==> config.mk <==
export PLATFORM = sky130hd
export DESIGN_NAME = multicycle_sequencer
export DESIGN_NICKNAME = d
export VERILOG_FILES = /design/src/rtl/multicycle_sequencer_pkg.sv /design/src/rtl/multicycle_sequencer_mem_wait_timer.sv /design/src/rtl/multicycle_sequencer.sv
export SDC_FILE = /design/constraint.sdc
export NUM_CORES = 1
export LEC_CHECK = 0
export ABC_AREA = 1
export BUFFER_PORTS_ARGS = -buffer_cell sky130_fd_sc_hd__buf_2
export CAP_MARGIN = 20
export CORE_MARGIN = 2
export CORE_UTILIZATION = 44
export DETAILED_ROUTE_END_ITERATION = 6
export HOLD_SLACK_MARGIN = 0.08
export PLACE_DENSITY = 0.76
export SLEW_MARGIN = 20
export SYNTH_ARGS = -nofsm -noshare
export SYNTH_HDL_FRONTEND = slang
export SYNTH_SLANG_ARGS = --single-unit
==> constraint.sdc <==
create_clock -name clk -period 1.6 [get_ports clk]
set_input_delay 0.32 -clock clk [delete_from_list [all_inputs] [get_ports clk]]
set_output_delay 0.32 -clock clk [all_outputs]
set_load 0.02 [all_outputs]
==> src/rtl/multicycle_sequencer_pkg.sv <==
// Shared types and constants for the multicycle control sequencer.
package multicycle_sequencer_pkg;

  typedef enum logic [2:0] {
    ST_FETCH   = 3'd0,
    ST_DECODE  = 3'd1,
    ST_EXECUTE = 3'd2,
    ST_MEM     = 3'd3,
    ST_WB      = 3'd4,
    ST_TRAP    = 3'd5,
    ST_WFI     = 3'd6
  } ctrl_state_e;

  // Next-PC select; PLUS_4 is encoded as zero so an idle sequencer selects it.
  typedef enum logic [2:0] {
    PC_PLUS_4 = 3'd0,
    PC_BRANCH = 3'd1,
    PC_JUMP   = 3'd2,
    PC_MTVEC  = 3'd3,
    PC_MEPC   = 3'd4
  } pc_source_e;

  localparam logic [31:0] CAUSE_FETCH_FAULT = 32'd1;
  localparam logic [31:0] CAUSE_ILLEGAL     = 32'd2;
  localparam logic [31:0] CAUSE_LOAD_FAULT  = 32'd5;
  localparam logic [31:0] CAUSE_STORE_FAULT = 32'd7;
  localparam logic [31:0] CAUSE_M_TIMER_IRQ = {1'b1, 31'd7};

endpackage

==> src/rtl/multicycle_sequencer_mem_wait_timer.sv <==
// Wait-cycle counter for an outstanding memory request with timeout flag.
module mem_wait_timer #(
  parameter int unsigned TIMEOUT = 255
) (
  input  logic clk,
  input  logic start,
  input  logic run,
  input  logic done,
  output logic timeout
);

  localparam int unsigned CNT_W = 8;
  localparam logic [CNT_W-1:0] LAST = CNT_W'(TIMEOUT - 1);

  logic [CNT_W-1:0] count;

  // Clear on start; otherwise count request cycles that ended without completion.
  always_ff @(posedge clk) begin
    if (start) begin
      count <= '0;
    end else if (run && !done && (count != LAST)) begin
      count <= count + 1'b1;
    end
  end

  // The current request cycle is the last one allowed before a fault.
  assign timeout = run && (count == LAST);

endmodule

==> src/rtl/multicycle_sequencer.sv <==
// Multicycle core control sequencer: fetch/decode/execute/mem/writeback with traps and WFI.
module multicycle_sequencer
  import multicycle_sequencer_pkg::*;
#(
  parameter int unsigned MEM_TIMEOUT = 255
) (
  input  logic        clk,
  input  logic        rst,
  input  logic        is_load,
  input  logic        is_store,
  input  logic        is_branch,
  input  logic        is_jump,
  input  logic        reg_write,
  input  logic        branch_taken,
  input  logic        illegal,
  input  logic        exc_request,
  input  logic        exc_ret,
  input  logic        is_wfi,
  input  logic [31:0] exc_cause,
  input  logic        irq_pending,
  input  logic        mem_done,
  output logic        mem_req,
  output logic        mem_we,
  output logic        mem_addr_sel,
  output logic        ir_we,
  output logic        pc_we,
  output logic        rf_we,
  output pc_source_e  pc_source,
  output logic        trap_we,
  output logic [31:0] trap_cause,
  output logic        mret_o,
  output logic        retire
);

  ctrl_state_e state, state_nxt;
  logic [31:0] cause_q, cause_nxt;
  logic        cause_ld;
  logic        br_taken_q;
  logic        req_now, req_nxt;
  logic        tmr_start, tmr_timeout;

  assign req_now   = (state == ST_FETCH) || (state == ST_MEM);
  assign req_nxt   = (state_nxt == ST_FETCH) || (state_nxt == ST_MEM);
  // Restart the wait count whenever a fresh request phase begins.
  assign tmr_start = rst || (req_nxt && !req_now);

  mem_wait_timer #(
    .TIMEOUT (MEM_TIMEOUT)
  ) u_timer (
    .clk     (clk),
    .start   (tmr_start),
    .run     (req_now),
    .done    (mem_done),
    .timeout (tmr_timeout)
  );

  // State register and latched trap cause.
  always_ff @(posedge clk) begin
    if (rst) begin
      state   <= ST_FETCH;
      cause_q <= '0;
    end else begin
      state <= state_nxt;
      if (cause_ld) begin
        cause_q <= cause_nxt;
      end
    end
  end

  // Capture the compare result as EXECUTE ends so WB sees the EXECUTE-cycle value.
  always_ff @(posedge clk) begin
    if (rst) begin
      br_taken_q <= 1'b0;
    end else if (state == ST_EXECUTE) begin
      br_taken_q <= branch_taken;
    end
  end

  // Next-state and strobe decode; everything is held at zero while in reset.
  always_comb begin
    state_nxt    = state;
    cause_nxt    = cause_q;
    cause_ld     = 1'b0;
    mem_req      = 1'b0;
    mem_we       = 1'b0;
    mem_addr_sel = 1'b0;
    ir_we        = 1'b0;
    pc_we        = 1'b0;
    rf_we        = 1'b0;
    pc_source    = PC_PLUS_4;
    trap_we      = 1'b0;
    trap_cause   = '0;
    mret_o       = 1'b0;
    retire       = 1'b0;
    if (!rst) begin
      case (state)
        ST_FETCH: begin
          mem_req = 1'b1;
          if (mem_done) begin
            ir_we     = 1'b1;
            state_nxt = ST_DECODE;
          end else if (tmr_timeout) begin
            state_nxt = ST_TRAP;
            cause_ld  = 1'b1;
            cause_nxt = CAUSE_FETCH_FAULT;
          end
        end
        ST_DECODE: begin
          if (illegal) begin
            state_nxt = ST_TRAP;
            cause_ld  = 1'b1;
            cause_nxt = CAUSE_ILLEGAL;
          end else if (exc_request) begin
            state_nxt = ST_TRAP;
            cause_ld  = 1'b1;
            cause_nxt = exc_cause;
          end else if (exc_ret) begin
            state_nxt = ST_WB;
          end else if (is_wfi) begin
            state_nxt = ST_WFI;
          end else begin
            state_nxt = ST_EXECUTE;
          end
        end
        ST_EXECUTE: begin
          state_nxt = (is_load || is_store) ? ST_MEM : ST_WB;
        end
        ST_MEM: begin
          mem_req      = 1'b1;
          mem_we       = is_store;
          mem_addr_sel = 1'b1;
          if (mem_done) begin
            state_nxt = ST_WB;
          end else if (tmr_timeout) begin
            state_nxt = ST_TRAP;
            cause_ld  = 1'b1;
            cause_nxt = is_store ? CAUSE_STORE_FAULT : CAUSE_LOAD_FAULT;
          end
        end
        ST_WB: begin
          pc_we  = 1'b1;
          retire = 1'b1;
          rf_we  = reg_write && !is_store;
          mret_o = exc_ret;
          if (exc_ret) begin
            pc_source = PC_MEPC;
          end else if (is_jump) begin
            pc_source = PC_JUMP;
          end else if (is_branch && br_taken_q) begin
            pc_source = PC_BRANCH;
          end else begin
            pc_source = PC_PLUS_4;
          end
          if (irq_pending) begin
            state_nxt = ST_TRAP;
            cause_ld  = 1'b1;
            cause_nxt = CAUSE_M_TIMER_IRQ;
          end else begin
            state_nxt = ST_FETCH;
          end
        end
        ST_TRAP: begin
          trap_we    = 1'b1;
          pc_we      = 1'b1;
          pc_source  = PC_MTVEC;
          trap_cause = cause_q;
          state_nxt  = ST_FETCH;
        end
        ST_WFI: begin
          if (irq_pending) begin
            state_nxt = ST_WB;
          end
        end
        default: begin
          state_nxt = ST_FETCH;
        end
      endcase
    end
  end

endmodule

# --- Yosys cells after proc, flatten, opt, wreduce, memory -nomap -nowiden ---
# Cells that the tools add are included.
totals:
  reg_bits: 44
  latchBits: 0
  ramBits: 0
  mem_bits_ro: 0
  word_cells: 93
  memories: 0
op_classes:
  n_addsub: 1
  mul: 0
  n_div: 0
  n_lt_le_gt_ge: 0
  eq_ne: 15
  shift: 0
  n_mux: 54
  bitwise: 0
  n_reduce_logical: 19
op_table:
  columns: ["cell", "n"]
  rows:
  - ["$mux 32", 9]
  - ["$pmux 32 s4", 1]
  - ["$mux 3", 13]
  - ["$mux 1", 26]
  - ["$pmux 3 s6", 1]
  - ["$ne 2x2->1 const B", 5]
  - ["$eq 3x2->1 const B", 3]
  - ["$eq 3x3->1 const B", 3]
  - ["$add 8x1->8 const B", 1]
  - ["$eq 8x8->1 const B", 1]
  - ["$ne 8x8->1 const B", 1]
  - ["$reduce_and 8->1", 1]
  - ["$logic_and 1x1->1", 6]
  - ["$logic_not 3->1", 2]
  - ["$pmux 3 s2", 1]
  - ["$logic_or 1x1->1", 4]
  - ["$mux 2", 2]
  - ["$reduce_bool 4->1", 1]
  - ["$reduce_or 2->1", 2]
  - ["$eq 3x1->1 const B", 1]
  - ["$logic_not 1->1", 3]
  - ["$ne 3x3->1 const B", 1]
  - ["$pmux 1 s3", 1]

# --- Logic depth before layout (Yosys ltp) ---
# Gate-level depths: netlist of run 1.
depth:
  ltp_word: 11
  depth_mapped: 15

# --- Modules after synthesis ---
# A second synthesis of run 1 with hierarchy kept.
unflattened:
  cells_unflattened: 374
  area_unflattened_um2: 2662.6
by_module_without_submodules:
  columns: ["mod", "n_inst", "cells_each", "area_per_inst_um2", "seq_area_each_um2"]
  rows:
  - ["multicycle_sequencer", 1, 298, 2162.1, 720.7]
  - ["mem_wait_timer", 1, 76, 500.5, 160.2]

# --- Worst setup path after synthesis of run 1 ---
# OpenSTA, ideal clock, no wires.
synth_path:
  kind: "flip-flop to output port"
  start: "register state[0]"
  end: "output port pc_source[2]"
  arrival_ps: 1706
  t_required_ps: 1280
  slack_ps: -426
  stages_incl_launch_ff: 7
  path_cell_list: "dfxtp_1 -> nor2_1 -> nand2_1 -> nor2_1 -> inv_1 -> nor2_1 -> buf_4"
synth_via:
  elab_chain_len: 3
synth_rtl:
  columns: ["element", "line", "text"]
  rows:
  - ["start: declaration", "multicycle_sequencer.sv:35", "ctrl_state_e state, state_nxt;"]
  - ["start signal: assignment", "multicycle_sequencer.sv:63", "state <= state_nxt;"]
  - ["$eq 3x3->1", "multicycle_sequencer.sv:96", "case (state)"]
  - ["$pmux 3 s2 *", "multicycle_sequencer.sv:96", null]
  - ["$mux 3 *", "multicycle_sequencer.sv:95", "if (!rst) begin"]
  - ["end: declaration", "multicycle_sequencer.sv:28", "output pc_source_e pc_source,"]
# Every way passes the cells marked *; elsewhere a longest branch is shown, timed or not.

# --- Worst setup path after layout of run 1 ---
layout_path:
  start: "register state[0]"
  end: "register u_timer.count[5]"
layout_via:
  elab_chain_len: 11
layout_rtl:
  columns: ["element", "line", "text"]
  rows:
  - ["$eq 3x2->1 / $logic_not 3->1 (equally long branches)", "multicycle_sequencer.sv:42, multicycle_sequencer.sv:96", null]
  - ["$logic_or 1x1->1", "multicycle_sequencer.sv:42", "assign req_now = (state == ST_FETCH) || (state == ST_MEM);"]
  - ["$logic_and 1x1->1", "multicycle_sequencer_mem_wait_timer.sv:27", "assign timeout = run && (count == LAST);"]
  - ["$mux 3", "multicycle_sequencer.sv:102, multicycle_sequencer.sv:134", null]
  - ["$mux 3 (on tied branches)", "multicycle_sequencer.sv:132, multicycle_sequencer.sv:99", null]
  - ["$pmux 3 s6", "multicycle_sequencer.sv:96", null]
  - ["$mux 3", "multicycle_sequencer.sv:95", null]
  - ["$eq 3x2->1 / $logic_not 3->1 (equally long branches)", "multicycle_sequencer.sv:43", "assign req_nxt = (state_nxt == ST_FETCH) || (state_nxt == ST_MEM);"]
  - ["$logic_or 1x1->1", "multicycle_sequencer.sv:43", null]
  - ["$logic_and 1x1->1", "multicycle_sequencer.sv:45", "assign tmr_start = rst || (req_nxt && !req_now);"]
  - ["$logic_or 1x1->1", "multicycle_sequencer.sv:45", null]
  - ["end signal: assignment", "multicycle_sequencer_mem_wait_timer.sv:22", "count <= count + 1'b1;"]
  - ["end: declaration", "multicycle_sequencer_mem_wait_timer.sv:15", "logic [CNT_W-1:0] count;"]
# Parallel ways exist; a longest one is shown, timed or not.
# A chain may end at the register's enable or synchronous reset.

==> results of run 1 <==
-- report_power, final --
part	switching, mW	total (mW)	internal (mW)
clock network	0.444	0.797	0.352
registers	0.147	1.43	1.28
logic	1.72	3.03	1.31
-- sequential cells by signal (all words and copies together), names as in the netlist --
register and count:
br_taken_q 1, cause_q 32, state 3, u_timer.count 8
-- per-layer routing --
layer,wire (µm),part of all wire
met1,5190,0.34
met2,6890,0.45
met3,1860,0.12
met4,1410,0.092
met5,0,0
-- cells by family after synthesis --
group	Yosys count	share of synthesized area
simple gates	129	0.230
buf+inv	82	0.141
compound gates	77	0.218
flops	44	0.374
xor+xnor	7	0.0260
fa+ha+maj	2	0.0106
-- critical path: stages, from the launching register on --
cell and delay [ps]:
dfxtp_4 400, buf_4 150, nor2_1 390, nand3_1 190
nand2_1 130, nor2_1 70, nand2_1 130, nand2_1 120
nand2_1 110, nand2_1 70, nand2_1 90, nand2_2 70
nand2_4 150, nor2_1 80
-- layout by cell type, fill, tap and decap left out, drive strengths merged, types with 2 or more instances in the layout --
| cell | n |
|---|---|
| a211oi | 28 |
| a21oi | 35 |
| a31oi | 3 |
| buf | 156 |
| clkbuf | 8 |
| dfxtp | 44 |
| ha | 2 |
| inv | 63 |
| nand2 | 49 |
| nand3 | 14 |
| nor2 | 63 |
| nor3 | 2 |
| o21ai | 8 |
| xnor2 | 2 |
| xor2 | 5 |
-- through the flow --
step	utilization	hold WS, ps	instances	setup TNS (ps)
CTS	0.868	279	552	-11850
floorplan	-	434	341	-47.7
global placement	0.621	451	515	-703
global route	0.963	307	559	-33350
finish	0.963	300	560	-29090
detailed placement	0.621	454	515	-1860
-- area by class of cell --
type                    count  area, µm²
multi-input cells         215       1950
repair buffers            158       1680
fillers                   105        190
clock buffers               7       86.3
well taps                  70       87.6
clock inverters             1       7.51
diodes                      1       2.50
flip-flops and latches     44        891
inverters                  64        253
-- timing repair --
item,in CTS,in global routing
pin swaps,20,18
gates cloned,12,1
gates resized for setup,187,95
endpoints found under the setup margin,82,87
setup buffers,18,8
-- final timing paths --
kind                 start          endpoint  slack [ps]  depth (start not counted)
max               state[0]  u_timer.count[5]        -680                         13
min          exc_cause[31]       cause_q[31]         300                          3
max reg2reg       state[0]  u_timer.count[5]        -680                         13
min reg2reg     br_taken_q        br_taken_q         500                          2
==> results.md, run 1 <==
- Status: finished with violations
- Failing checks: negative setup slack
- Syn nets: 389
- Die X: 77.2 µm
- Root Driver: clkbuf_8
- Mapped cell area: 2360 µm²
- CTS sink cnt: 44
- M2 GR Usage: 0.667
- Die Area: 5960 µm²
- DRT Wirelength: 15.4 mm
- I/O pins: 90
- Port Buffers: 89
- Clock buffer count from CTS: 5
- Ranking of synthesized cells by area: dfxtp_1 (37%), inv_1 (9.9%), nor2_1 (9.7%), a21oi_1 (7.4%), nand2_1 (7.2%)
- DRT antenna net count: 0
- CP required: 1800 ps
- Congestion Overflow GR: 0
- GR Layer Usage met3: 0.0894
- Core Area: 5140 µm²
- Met1 GRT Util: 0.419
- Share of cells above drive strength 1: 0.630
- Row count: 26
- CP Data Arrival Time: 2480 ps
- Dpl cell area: 3190 µm²
- CTS max path bufs: 2
- Synthesized instance count: 341
- GP Congestion: 0.865
- Worst Hold Class: in2reg
- Crit path capture type: register
- Lkg Pwr: 2.02 nW
- Drt drc: 0
- Synth Register Bits: 44
- Initial Util: 0.458
- Global-route wire length before repair: 17.3 mm
- Largest net degree at the start of global routing: 19
- Max FO, Critical Path: 8
- Synth area leader: dfxtp_1
- Fmax achieved: 438 MHz
- Final Max Slew Viols: 0
- Gr busiest metal: met2
- Crit Path Category: reg2reg
- Die Span Y: 77.2 µm
- Startpoint Class: register
- Main synth FF type: dfxtp_1
- Period utilization: 1.43
- DR pass1 iterations: 7
- Placement Setup Slack: -109 ps
- CTS tree: built
- Worst-Skew Late Latency: 320 ps
- Initial antenna violation count: 1
- Iteration-0 DRC Markers: 522
- Number of vias in the routed layout: 3614
- Count leader, synth: inv_1
- Warnings from Yosys: 0
- Max cap viols: 0
- Worst slew pin tran: 487 ps
- Asr flop ratio synth: 0
- Pwr/cell area: 1060 nW/µm²
- Fin worst setup slack: -681 ps
- Number of synthesized flops with an enable pin: 0
- Fin crit period: 2280 ps
- Sequential-to-total area share from yosys stat: 0.374
- Vias in the first global route: 3192
- P&R area growth vs syn: 110%
- Netlist cell types: 28
- RSZ-0062 raised after global routing: true
- Detailed placement HPWL: 4.54 mm
- Hold_buf cts: 0
- GR Util All Layers: 0.374
- Final Hold Fails: 0
- # setup viols final: 87
- Slew headroom: 0.674
- Overall power: 5.26 mW
- Clock skew: 13.9 ps
- Share of the synthesized area in the top cell type: 0.374
- Final net count: 536
- Post-synth top cells: inv_1 (62), nor2_1 (61), nand2_1 (45)
- Drt wl/cell: 27.4 µm
- Maximum VDD drop: 0.700 mV
- Finished layout cell area: 4950 µm²
- Deepest level of the CTS H-tree: 2
- Clock transition at path regs: 100 ps
- Avg Cell Area, Syn: 6.91 µm²
- Via-per-instance ratio: 6.45
Note: power is estimated with default switching activity, not from simulation.
==> inputs of run 2 (changes only) <==
--- a/config.mk
+++ b/config.mk
@@ -8,7 +8,7 @@
 export ABC_AREA = 1
 export BUFFER_PORTS_ARGS = -buffer_cell sky130_fd_sc_hd__buf_2
 export CAP_MARGIN = 20
-export CORE_MARGIN = 2
+export CORE_MARGIN = 4
 export CORE_UTILIZATION = 44
 export DETAILED_ROUTE_END_ITERATION = 6
 export HOLD_SLACK_MARGIN = 0.08
==> results.md, run 2 (same netlist as run 1, synthesis figures left out) <==
- Global-route wire length before repair: 15.9 mm
- WP buf/inv: 4
- Row count: 26
- Iteration-0 DRC Markers: 337
- Critical Path Slowest Stage Cell: dfxtp_4
- CP peak stage delay: 390 ps
- Slew headroom: 0.749
- Most frequent cells in the layout: inv_1 (54), buf_2 (45), buf_4 (42)
- Congestion Overflow GR: 0
- CP Cell Sequence: inv_2, nor2_4, buf_4, nand3_1, nand2_1, inv_1, nand2_4, nand2_8, bufbuf_16, a21oi_1, a211oi_1
- Share of cells above drive strength 1: 0.597
- DRT antenna net count: 0
- Max reg flops: 32
- DR pass1 iterations: 6
- Drt wl/cell: 21.6 µm
- Status: finished with violations
- Worst r2r src: state[0]
- Die Area: 6590 µm²
- I/O pins: 90
- Overall power: 4.81 mW
- Initial Util: 0.458
- Die Span Y: 81.2 µm
- GR Util All Layers: 0.320
- Reg with most FFs: cause_q
- Post-layout util: 0.873
- Largest net degree at the start of global routing: 20
- Worst r2r path cells: 11
- Top Family by Delay on Critical Path: simple AND/OR/NAND/NOR gates
- Crit path to: cause_q[18]
- N_diodes: 0
- CTS tree: built
- CTS sink cnt: 44
- Maximum VDD drop: 0.906 mV
- Via-per-instance ratio: 5.82
- Max cap viols: 0
- Worst Hold Class: in2reg
- P&R area growth vs syn: 90.5%
- DRT Wirelength: 11.8 mm
- Number of vias in the routed layout: 3176
- Hold_buf cts: 0
- Final Hold Fails: 0
- Worst slew pin tran: 373 ps
- Flop2flop setup slack: -410 ps
- Critical Path Stages: 11
- Worst R2R End: cause_q[18]
- Detailed placement HPWL: 4.62 mm
- Die X: 81.2 µm
- Clock skew: 6.36 ps
- Dpl cell area: 3150 µm²
- GP Congestion: 0.916
- Final Max Slew Viols: 0
- RSZ-0062 raised after global routing: true
- Fin crit period: 2010 ps
- Failing checks: negative setup slack
- Clock buffer count from CTS: 5
- Period utilization: 1.26
- Most common cell after layout, fill and taps aside: inv_1
- Crit Path Category: reg2reg
- Port Buffers: 89
- Worst Setup SP: state[0]
- CTS max path bufs: 2
- Lkg Pwr: 1.89 nW
- Crit path capture type: register
- Core Area: 5140 µm²
- Fmax achieved: 498 MHz
- Biggest regs: cause_q: 32 flops, u_timer.count: 8 flops, state: 3 flops
- Worst-Skew Late Latency: 310 ps
- CP required: 1800 ps
- Initial antenna violation count: 0
- Finished layout cell area: 4490 µm²
- Startpoint Class: register
- Clock transition at path regs: 90 ps
- Vias in the first global route: 3167
- Final net count: 523
- Pwr/cell area: 1070 nW/µm²
- CP Data Arrival Time: 2200 ps
- Root Driver: clkbuf_8
- Fin worst setup slack: -409 ps
- Drt drc: 0
- # setup viols final: 85
- Max FO, Critical Path: 8
- Deepest level of the CTS H-tree: 2
-- run 2: cell types whose count changed in the layout (fill, tap and decap cells not counted), moves of 6 or more --
cell      delta
a211oi_1    +11
nor2_2       +6
buf_6       -12
a21oi_4     -20
a211oi_2    -13
buf_4        +6
nor2_4       -7
a21oi_2     +15
-- run 2: layout make-up --
cell class / count / area (µm²)
clock buffers: 6 / 82.6
clock inverters: 2 / 38.8
multi-input cells: 216 / 1740
fillers: 214 / 651
inverters: 64 / 248
well taps: 70 / 87.6
flip-flops and latches: 44 / 892
repair buffers: 144 / 1400
-- run 2: how the worst min path moves through the flow --
stage / end / slack [ps] / cells after the start / start
2_1_floorplan: cause_q[1] / 430 / 2 / cause_q[1]
3_3_place_gp: cause_q[1] / 450 / 2 / cause_q[1]
3_5_place_dp: cause_q[1] / 460 / 2 / cause_q[1]
4_1_cts: br_taken_q / 280 / 3 / branch_taken
5_1_grt: br_taken_q / 290 / 3 / branch_taken
6_report: br_taken_q / 290 / 3 / branch_taken
-- run 2: worst register-to-register path, delay by kind of cell, from the launching register on --
kind	cells	cell delay, ps
buf+inv	4	620
flops	1	390
compound gates	2	270
simple gates	5	620
-- run 2: per-stage QoR --
step           setup WS (ps)  TNS [ps]  hold WS, ps  cells
3_3_place_gp           -52.1     -1090          453    507
6_report                -409    -21330          288    546
5_1_grt                 -429    -25330          286    546
3_5_place_dp            -114     -2490          456    507
2_1_floorplan          -47.7     -47.7          434    341
4_1_cts                 -182     -9690          281    541
-- run 2: routing by layer --
metal | wire, µm | part of all wire | GRT usage | vias to the layer above
li1 | - | - | - | 1357
met4 | 650 | 0.055 | 0.159 | 0
met2 | 5970 | 0.51 | 0.572 | 240
met1 | 4300 | 0.36 | 0.347 | 1511
met5 | 0 | 0 | 0 | -
met3 | 895 | 0.076 | 0.0831 | 68
-- run 2: where the power goes --
group          internal [mW]  leakage (nW)  switching (mW)
clock network          0.511        0.0614           0.428
registers               1.28         0.361          0.0983
logic                   1.09          1.46            1.40
total                   2.88          1.89            1.93
-- run 2: timing repair --
| item | in CTS | in global routing |
|---|---|---|
| buffers inserted | 18 | 5 |
| gates cloned | 9 | 0 |
| endpoints found under the setup margin | 84 | 85 |
| pin swaps | 33 | 9 |
| resized for setup | 155 | 66 |
